## config.mk

```make
export PLATFORM = sky130hd
export DESIGN_NAME = ex_stage
export DESIGN_NICKNAME = d
export VERILOG_FILES = /design/src/rtl/ex_pkg.sv /design/src/rtl/dff.sv /design/src/rtl/ex_muldiv.sv /design/src/rtl/ex_stage.sv
export SDC_FILE = /design/constraint.sdc
export NUM_CORES = 1
export LEC_CHECK = 0
export ABC_AREA = 1
export BUFFER_PORTS_ARGS = -buffer_cell sky130_fd_sc_hd__buf_2
export CAP_MARGIN = 15
export CORE_AREA = 2 2 152 154
export CTS_BUF_LIST = sky130_fd_sc_hd__clkbuf_2
export DETAILED_ROUTE_END_ITERATION = 7
export DIE_AREA = 0 0 154 156
export GPL_ROUTABILITY_DRIVEN = 0
export PLACE_DENSITY_LB_ADDON = 0.2
export SYNTH_ARGS = -nofsm -noshare
export SYNTH_HDL_FRONTEND = slang
export SYNTH_SLANG_ARGS = --single-unit
```

## constraint.sdc

```tcl
create_clock -name clk -period 0.8 [get_ports clk]
set_input_delay 0.08 -clock clk [delete_from_list [all_inputs] [get_ports clk]]
set_output_delay 0.08 -clock clk [all_outputs]
set_load 0.01 [all_outputs]
```

## src/rtl/ex_pkg.sv

```systemverilog
// ex_pkg -- shared definitions for the execute stage.
//   alu_op_t   : 4-bit operation codes driven on ex_aluc
//   md_state_t : multiply/divide sequencer states
//   MD_CYCLES  : iterations of one unsigned multiply or divide
//   isMdOp / isMdDependent : classify codes that start or need the muldiv unit
package ex_pkg;

  localparam int MD_CYCLES = 32;

  typedef enum logic [3:0] {
    ALU_ADD   = 4'd0,
    ALU_SUB   = 4'd1,
    ALU_AND   = 4'd2,
    ALU_OR    = 4'd3,
    ALU_XOR   = 4'd4,
    ALU_LUI   = 4'd5,
    ALU_SLL   = 4'd6,
    ALU_SRL   = 4'd7,
    ALU_SRA   = 4'd8,
    ALU_SLT   = 4'd9,
    ALU_MULTU = 4'd10,
    ALU_DIVU  = 4'd11,
    ALU_MFHI  = 4'd12,
    ALU_MFLO  = 4'd13
  } alu_op_t;

  typedef enum logic {
    MD_IDLE = 1'b0,
    MD_BUSY = 1'b1
  } md_state_t;

  function automatic logic isMdOp(input logic [3:0] aluc);
    return (aluc == ALU_MULTU) || (aluc == ALU_DIVU);
  endfunction

  // Anything that starts the unit or reads HI/LO must wait while it is busy.
  function automatic logic isMdDependent(input logic [3:0] aluc);
    return isMdOp(aluc) || (aluc == ALU_MFHI) || (aluc == ALU_MFLO);
  endfunction

endpackage

```

## src/rtl/dff.sv

```systemverilog
// Codebase flops: positive-edge registers with asynchronous active-low clear.
//   clk  : clock
//   clrn : asynchronous clear, active low
//   d    : next value
//   q    : registered value
module dff1 (
  input  logic clk,
  input  logic clrn,
  input  logic d,
  output logic q
);
  // Single-bit register.
  always_ff @(posedge clk or negedge clrn) begin
    if (!clrn) q <= 1'b0;
    else       q <= d;
  end
endmodule

module dff5 (
  input  logic       clk,
  input  logic       clrn,
  input  logic [4:0] d,
  output logic [4:0] q
);
  // Register-number sized register.
  always_ff @(posedge clk or negedge clrn) begin
    if (!clrn) q <= '0;
    else       q <= d;
  end
endmodule

module dff32 (
  input  logic        clk,
  input  logic        clrn,
  input  logic [31:0] d,
  output logic [31:0] q
);
  // Word sized register.
  always_ff @(posedge clk or negedge clrn) begin
    if (!clrn) q <= '0;
    else       q <= d;
  end
endmodule

```

## src/rtl/ex_muldiv.sv

```systemverilog
// ex_muldiv -- iterative unsigned multiply (shift-add) and divide (restoring)
// that writes HI/LO after ITERS single-bit steps. Only built when EX_MULDIV_EN
// is defined.
//   clk, clrn : clock, asynchronous active-low clear (drops any operation)
//   i_start   : accept a new operation (honoured only while idle)
//   i_op      : 0 = multiply, 1 = divide
//   i_a, i_b  : operands (dividend/divisor for divide)
//   o_busy    : an operation is in progress
//   o_hi/o_lo : product high/low, or remainder/quotient
module ex_muldiv
  import ex_pkg::*;
#(
  parameter int ITERS = MD_CYCLES
) (
  input  logic        clk,
  input  logic        clrn,
  input  logic        i_start,
  input  logic        i_op,
  input  logic [31:0] i_a,
  input  logic [31:0] i_b,
  output logic        o_busy,
  output logic [31:0] o_hi,
  output logic [31:0] o_lo
);

  localparam int CNT_W = $clog2(ITERS);

  md_state_t        r_state, w_nextState;
  logic [CNT_W-1:0] r_cnt;
  logic             r_isDiv;
  logic [31:0]      r_opnd, r_accHi, r_accLo, r_hi, r_lo;
  logic [32:0]      w_sum, w_shift;
  logic [31:0]      w_diff, w_nxtHi, w_nxtLo;
  logic             w_fits, w_last;

  assign w_last = (r_cnt == CNT_W'(ITERS - 1));

  // State register.
  always_ff @(posedge clk or negedge clrn) begin
    if (!clrn) r_state <= MD_IDLE;
    else       r_state <= w_nextState;
  end

  // Next state: leave IDLE on a start, return after the final iteration.
  always_comb begin
    w_nextState = r_state;
    case (r_state)
      MD_IDLE: if (i_start) w_nextState = MD_BUSY;
      MD_BUSY: if (w_last)  w_nextState = MD_IDLE;
      default: w_nextState = MD_IDLE;
    endcase
  end

  // Outputs.
  always_comb begin
    o_busy = (r_state == MD_BUSY);
    o_hi   = r_hi;
    o_lo   = r_lo;
  end

  // One iteration. Multiply keeps {acc_hi, acc_lo} as partial product and the
  // remaining multiplier bits, shifting right. Divide keeps remainder in
  // acc_hi and shifts dividend bits out of acc_lo while quotient bits shift in.
  // A zero divisor always "fits", which yields all-ones quotient and HI = A.
  always_comb begin
    w_sum   = {1'b0, r_accHi} + (r_accLo[0] ? {1'b0, r_opnd} : 33'd0);
    w_shift = {r_accHi, r_accLo[31]};
    w_fits  = (w_shift >= {1'b0, r_opnd});
    w_diff  = w_shift[31:0] - r_opnd;
    if (r_isDiv) begin
      w_nxtHi = w_fits ? w_diff : w_shift[31:0];
      w_nxtLo = {r_accLo[30:0], w_fits};
    end else begin
      w_nxtHi = w_sum[32:1];
      w_nxtLo = {w_sum[0], r_accLo[31:1]};
    end
  end

  // Operand latch on start, iteration while busy, HI/LO write on the last step.
  always_ff @(posedge clk or negedge clrn) begin
    if (!clrn) begin
      r_cnt   <= '0;
      r_isDiv <= 1'b0;
      r_opnd  <= '0;
      r_accHi <= '0;
      r_accLo <= '0;
      r_hi    <= '0;
      r_lo    <= '0;
    end else if (r_state == MD_IDLE) begin
      if (i_start) begin
        r_cnt   <= '0;
        r_isDiv <= i_op;
        r_accHi <= '0;
        r_opnd  <= i_op ? i_b : i_a;
        r_accLo <= i_op ? i_a : i_b;
      end
    end else begin
      r_accHi <= w_nxtHi;
      r_accLo <= w_nxtLo;
      r_cnt   <= r_cnt + CNT_W'(1);
      if (w_last) begin
        r_hi <= w_nxtHi;
        r_lo <= w_nxtLo;
      end
    end
  end

endmodule

```

## src/rtl/ex_stage.sv

```systemverilog
// ex_stage -- execute stage: ALU, optional multiply/divide unit with HI/LO,
// dependency stall, and the EX/MEM pipeline register.
// Define EX_MULDIV_EN to build the muldiv unit; without it MULTU/DIVU/MFHI/MFLO
// yield 0 and ex_stall is constant 0.
//   clk, clrn          : clock, asynchronous active-low reset
//   ex_a, ex_b, ex_imm : operands (ex_imm[10:6] is the shift amount, ex_b is store data)
//   ex_aluc            : operation code (alu_op_t)
//   ex_aluimm/ex_shift : operand B / operand A selects
//   ex_wreg/m2reg/wmem, ex_d : control and destination from ID
//   ex_stall           : hold earlier stages this cycle
//   mem_*              : registered outputs to the memory stage
module ex_stage
  import ex_pkg::*;
#(
  parameter int MD_CYCLES = 32
) (
  input  logic        clk,
  input  logic        clrn,
  input  logic [31:0] ex_a,
  input  logic [31:0] ex_b,
  input  logic [31:0] ex_imm,
  input  logic [3:0]  ex_aluc,
  input  logic        ex_aluimm,
  input  logic        ex_shift,
  input  logic        ex_wreg,
  input  logic        ex_m2reg,
  input  logic        ex_wmem,
  input  logic [4:0]  ex_d,
  output logic        ex_stall,
  output logic        mem_wreg,
  output logic        mem_m2reg,
  output logic        mem_wmem,
  output logic [4:0]  mem_d,
  output logic [31:0] mem_alu,
  output logic [31:0] mem_b
);

  logic [31:0] w_opA, w_opB, w_result, w_hi, w_lo;

  assign w_opA = ex_shift  ? {27'b0, ex_imm[10:6]} : ex_a;
  assign w_opB = ex_aluimm ? ex_imm : ex_b;

`ifdef EX_MULDIV_EN
  logic w_busy;

  ex_muldiv #(.ITERS(MD_CYCLES)) u_muldiv (
    .clk     (clk),
    .clrn    (clrn),
    .i_start (isMdOp(ex_aluc) && !ex_stall),
    .i_op    (ex_aluc == ALU_DIVU),
    .i_a     (w_opA),
    .i_b     (w_opB),
    .o_busy  (w_busy),
    .o_hi    (w_hi),
    .o_lo    (w_lo)
  );

  assign ex_stall = w_busy && isMdDependent(ex_aluc);
`else
  logic [31:0] w_unused;

  assign w_unused = 32'(MD_CYCLES);
  assign w_hi     = '0;
  assign w_lo     = '0;
  assign ex_stall = 1'b0;
`endif

  // ALU. MULTU/DIVU deliver 0 to the pipeline; their results live in HI/LO.
  always_comb begin
    w_result = '0;
    case (ex_aluc)
      ALU_ADD:  w_result = w_opA + w_opB;
      ALU_SUB:  w_result = w_opA - w_opB;
      ALU_AND:  w_result = w_opA & w_opB;
      ALU_OR:   w_result = w_opA | w_opB;
      ALU_XOR:  w_result = w_opA ^ w_opB;
      ALU_LUI:  w_result = {w_opB[15:0], 16'h0};
      ALU_SLL:  w_result = w_opB << w_opA[4:0];
      ALU_SRL:  w_result = w_opB >> w_opA[4:0];
      ALU_SRA:  w_result = $signed(w_opB) >>> w_opA[4:0];
      ALU_SLT:  w_result = {31'b0, $signed(w_opA) < $signed(w_opB)};
      ALU_MFHI: w_result = w_hi;
      ALU_MFLO: w_result = w_lo;
      default:  w_result = '0;
    endcase
  end

  // EX/MEM register: a stalled instruction stays in EX, so a bubble goes on.
  dff1  u_memWreg  (.clk(clk), .clrn(clrn), .d(ex_stall ? 1'b0  : ex_wreg),  .q(mem_wreg));
  dff1  u_memM2reg (.clk(clk), .clrn(clrn), .d(ex_stall ? 1'b0  : ex_m2reg), .q(mem_m2reg));
  dff1  u_memWmem  (.clk(clk), .clrn(clrn), .d(ex_stall ? 1'b0  : ex_wmem),  .q(mem_wmem));
  dff5  u_memD     (.clk(clk), .clrn(clrn), .d(ex_stall ? 5'd0  : ex_d),     .q(mem_d));
  dff32 u_memAlu   (.clk(clk), .clrn(clrn), .d(ex_stall ? 32'd0 : w_result), .q(mem_alu));
  dff32 u_memB     (.clk(clk), .clrn(clrn), .d(ex_stall ? 32'd0 : ex_b),     .q(mem_b));

endmodule
```

==> run_results.csv, run 1 <==
group,metric,value,unit
clocking,cts_buffer_depth,2,
yosys,ys_warn_count,0,
outcome,status,"did not finish",
yosys,syn_nets,2571,
yosys,synth-seq-cells,72,
grt,grt_pass1_wl,160000,µm
floorplanning,dieHeight,156,µm
grt,grt_pass1_vias,25000,
clocking,cts_buffers,9,
outcome,stop_error,"[ERROR GRT-0116] Global routing finished with congestion. Check the congestion regions in the DRC Viewer.",
yosys,synth.distinct_cells,49,
grt,overflow,403,
yosys,synth_edf_count,0,
clocking,h-tree-depth,3,
outcome,stop_stage,"global routing (5_1_grt)",
clocking,root_buffer,"clkbuf_2",
yosys,synthCells,2361,
grt,grt_start_max_net_pins,66,
floorplanning,die_x,154,µm
yosys,synthFlopType,"dfrtp_1",
yosys,async_flop_share,100,%
yosys,postSynthAreaPerCell,5.34,µm²
floorplanning,start_util,56.3,%
clocking,cts_sinks,72,
yosys,yosysSeqAreaShare,14.3,%
floorplanning,rows,55,
placement,port_buffers,183,
grt,grt_usage,86.1,%
floorplanning,pin_count,185,
yosys,syn_area,12600,µm²
placement,hpwl,54100,µm
repair_timing:
action / 4_1_cts
resized for setup: 340
buffers inserted: 41
endpoints found under the setup margin: 104
hold buffers: 46
gates cloned: 5
hold endpoints to repair: 115
pin swaps: 94
stage by stage:
| stage | cell area, µm² | utilization, % | setup WS (ns) | TNS, ns | std cells |
|---|---|---|---|---|---|
| after CTS | 19700 | 88.1 | -0.906 | -70.13 | 3300 |
| after detailed placement | 17500 | 78.4 | -2.07 | -57.15 | 3193 |
| after floorplan | 13300 | - | -1.29 | -38.09 | 2361 |
| after global placement | 17500 | 78.4 | -2.02 | -54.87 | 3193 |
synthesized netlist by cell type, types with 6 or more instances:
| master | n | area share, % |
|---|---|---|
| nand2_1 | 888 | 26 |
| inv_2 | 9 | 0.27 |
| nor2_1 | 160 | 4.8 |
| nand4_1 | 20 | 0.99 |
| o21ai_1 | 12 | 0.48 |
| o21ai_0 | 62 | 2.5 |
| ha_1 | 96 | 9.5 |
| o211ai_1 | 11 | 0.66 |
| dfrtp_1 | 72 | 14 |
| buf_2 | 47 | 1.9 |
| nand3b_1 | 6 | 0.36 |
| buf_4 | 17 | 1.0 |
| nor3_1 | 27 | 1.1 |
| clkbuf_1 | 23 | 0.69 |
| nand2_2 | 6 | 0.30 |
| o22ai_1 | 36 | 1.8 |
| inv_1 | 311 | 9.3 |
| nand3_1 | 398 | 16 |
| a21oi_1 | 96 | 3.8 |
cell families after synthesis:
| group | synth area share, % |
|---|---|
| xor+xnor | 0.278 |
| simple gates | 50.8 |
| buf+inv | 13.7 |
| other cells | 0.0298 |
| flops | 14.3 |
| compound gates | 10.9 |
| fa+ha+maj | 9.85 |
layer usage:
metal	GRT usage, %	GRT overflow
met2	99.5	214
met1	83.5	20
met5	62.7	6
met3	76.2	23
met4	86.1	140
==> inputs of run 2 (changes only) <==
--- a/config.mk
+++ b/config.mk
@@ -8,12 +8,11 @@
 export ABC_AREA = 1
 export BUFFER_PORTS_ARGS = -buffer_cell sky130_fd_sc_hd__buf_2
 export CAP_MARGIN = 15
-export CORE_AREA = 2 2 152 154
-export CTS_BUF_LIST = sky130_fd_sc_hd__clkbuf_2
+export CORE_AREA = 2 2 181 183
 export DETAILED_ROUTE_END_ITERATION = 7
-export DIE_AREA = 0 0 154 156
+export DIE_AREA = 0 0 183 185
 export GPL_ROUTABILITY_DRIVEN = 0
-export PLACE_DENSITY_LB_ADDON = 0.2
+export PLACE_DENSITY_LB_ADDON = 0.15
 export SYNTH_ARGS = -nofsm -noshare
 export SYNTH_HDL_FRONTEND = slang
 export SYNTH_SLANG_ARGS = --single-unit
==> run 2 against run 1 <==
Against the previous run: the flow now finishes, with violations (design-rule violations, negative setup slack); synthesized area unchanged; synthesized cell count unchanged.
==> run_results.csv, run 2 <==
group,metric,value,unit
pwr,leakage,11.8,nW
critical_path,crit_top_cell,"nand2_4",
clocking,cts_buffer_depth,2,
timing,hold_violations,0,
layout,layout.cells.most_common,"nand2_1",
layout,diodes,0,
yosys,synth_top_area_share,26.5,%
yosys,synthCells,2361,
yosys,muxShareOfSynthArea,0,%
critical_path,worstPathRequired,1.05,ns
yosys,synth.distinct_cells,49,
yosys,synth-seq-cells,72,
route,drt_wl_total,76100,µm
clocking,h-tree-depth,3,
layout,drive_gt1_share,43.1,%
critical_path,path_cells,"buf_12, inv_16, buf_16, o21ai_4, ha_4, inv_4, fa_2, nand2_4, nand2_4, nand3_4, nand3_4, nand2_4, nand2_4, o21ai_1, nand2_1, nor2_2, nand2_1",
grt,grt_start_max_net_pins,66,
timing,relSlewSlack,62.3,%
yosys,synth_compound_area_share,10.9,%
yosys,syn_area,12600,µm²
critical_path,critical-path-slowest-cell,"fa_2",
clocking,cts_sinks,72,
route,routedWlPerCell,21.9,µm
pwr,switching_share,48.4,%
yosys,postSynthAreaPerCell,5.34,µm²
yosys,syn_nets,2571,
pwr,power,25.2,mW
pwr,power_frac_comb,66.8,%
hold_path,min_path_type,"input pin to async pin",
timing,setup_ws,-1.34,ns
timing,setup_viol,104,
grt,antenna_found_initial,2,
yosys,yosysMostFrequentCell,"nand2_1",
critical_path,cp_max_fo,7,
layout,area_delta_synth_final,71.9,%
grt,overflow,0,
yosys,synth_top_area_cell,"nand2_1",
route,viasPerCell,5.79,
placement,place_worst_setup_slack,-2.03,ns
critical_path,critPathArrivalTime,2.39,ns
timing,worstMarginPinSlew,0.566,ns
floorplanning,die_x,183,µm
grt,grt_pass1_wl,109000,µm
placement,place_area,18100,µm²
outcome,violations,"design-rule violations, negative setup slack",
placement,port_buffers,183,
floorplanning,start_util,39.3,%
outcome,status,"finished, violations left",
clocking,root_buffer,"clkbuf_16",
yosys,ys_warn_count,0,
critical_path,cp-end-kind,"flip-flop",
pwr,clock_power_share,16.7,%
timing,final-max-slew-violation-count,0,
yosys,synth_edf_count,0,
route,vias,20100,
floorplanning,dieHeight,185,µm
timing,fin_crit_sh,267,%
layout,num-nets-final,3268,
yosys,synthFlopType,"dfrtp_1",
floorplanning,rows,66,
placement,hpwl,57700,µm
yosys,yosys.area_share.simple,50.8,%
timing,grt_setup_unrepaired,"yes",
yosys,synth_xor_area_share,0.278,%
clocking,path_clk_slew,0.08,ns
timing,min_period,2.14,ns
yosys,synthAdderAreaFrac,9.85,%
pwr,internal_power,13.0,mW
critical_path,cpPeakStageDelay,0.37,ns
route,firstDrtPassIters,8,
layout,mostFrequentLayoutCells,"nand2_1, buf_4, nand3_1",
route,ant_nets,0,
clocking,cts_buffers,9,
yosys,yosysSeqAreaShare,14.3,%
pwr,switching_power,12.2,mW
clocking,cts_tree,"yes",
floorplanning,core,32000,µm²
timing,fin_tns_setup,-49.79,ns
timing,fmax,468,MHz
critical_path,path_class,"input pin to flip-flop",
route,drc,3,
route,drtIter0Drc,3103,
critical_path,worstSetupStartpointType,"input pin",
pwr,pwr-share-seq,16.5,%
job,maxCapViolCount,0,
yosys,async_flop_share,100,%
floorplanning,die-area,33900,µm²
layout,final_area,21700,µm²
yosys,synth.area.top_cells,"nand2_1, nand3_1, dfrtp_1",
grt,grt_usage,42.5,%
yosys,synth_commonest_cells,"nand2_1, nand3_1, inv_1, nor2_1",
pwr,power_density,1160,nW/µm²
pwr,irDropWorstVdd,0.00111,V
grt,grt_pass1_vias,18800,
layout,reg_top3,"u_memAlu.q: 32 flops, u_memB.q: 32 flops, u_memD.q: 5 flops",
floorplanning,pin_count,185,
yosys,synth_top_family_by_area,"simple AND/OR/NAND/NOR gates",
run 2: cell counts after synthesis:
No cell type changed its count.
run 2: cell families (layout without fill, tap and decap cells):
family	Yosys count	count (layout)
AO/OA/AOI/OAI	245	245
XOR/XNOR	4	4
adder cells (fa/ha/maj)	98	98
buffers and inverters	418	1120
flip-flops	72	72
other	1	1
AND/OR/NAND/NOR	1523	1523
run 2: worst max path at each step:
stage | startpoint | end | slack (ns) | cells past startpoint
6_report | ex_aluimm | u_memAlu.q[14] | -1.34 | 17
4_1_cts | ex_aluimm | u_memAlu.q[12] | -1.19 | 17
2_1_floorplan | ex_shift | u_memAlu.q[31] | -1.29 | 23
5_1_grt | ex_aluimm | u_memAlu.q[14] | -1.42 | 17
3_5_place_dp | ex_aluimm | u_memAlu.q[23] | -2.03 | 19
3_3_place_gp | ex_aluimm | u_memAlu.q[23] | -2.05 | 19
run 2: metal layers:
metal,GRT usage (%),part of all wire [%],vias up
li1,-,-,8978
met1,51.9,36,9053
met2,64.3,41,1638
met3,10.7,14,437
met4,32.3,9.4,4
met5,0,0.032,-
run 2: power groups by stage:
stage | registers, mW | logic (mW) | clock network, mW
after floorplan | 4.28 | 6.77 | 0
after CTS | 4.12 | 15.3 | 4.18
after global routing | 4.15 | 17.6 | 4.30
final | 4.15 | 16.8 | 4.22
after global placement | 4.19 | 12.9 | 0
after detailed placement | 4.18 | 13.0 | 0
run 2: stage by stage:
step                util (%)  std cells  hold slack [ns]
global placement        56.4       3349          -0.0286
floorplan                  -       2361           -0.216
global route            67.6       3471            0.173
CTS                     65.4       3456            0.157
detailed placement      56.4       3349          -0.0266
finish                  67.6       3471            0.152
run 2: worst max-delay path, delay by kind of cell:
family	cells	cell delay [ns]
simple gates	9	0.95
compound gates	2	0.41
fa+ha+maj	2	0.57
buf+inv	4	0.37
run 2: area by class of cell:
class | instances | area, µm²
inverters | 322 | 1270
fillers | 2708 | 10400
flip-flops and latches | 72 | 1800
multi-input cells | 1871 | 11500
clock inverters | 7 | 62.6
repair buffers | 781 | 6230
clock buffers | 9 | 225
repair inverters | 1 | 7.51
well taps | 408 | 510
run 2: timing repair:
item / in CTS / in global routing
cloned: 7 / 0
endpoints found under the setup margin: 104 / 104
hold buffers: 41 / 0
setup buffers: 43 / 15
gates resized for setup: 488 / 158
endpoints found under the hold margin: 112 / 0
pin swaps: 135 / 81
No activity file was read; power rests on OpenSTA's default activity.
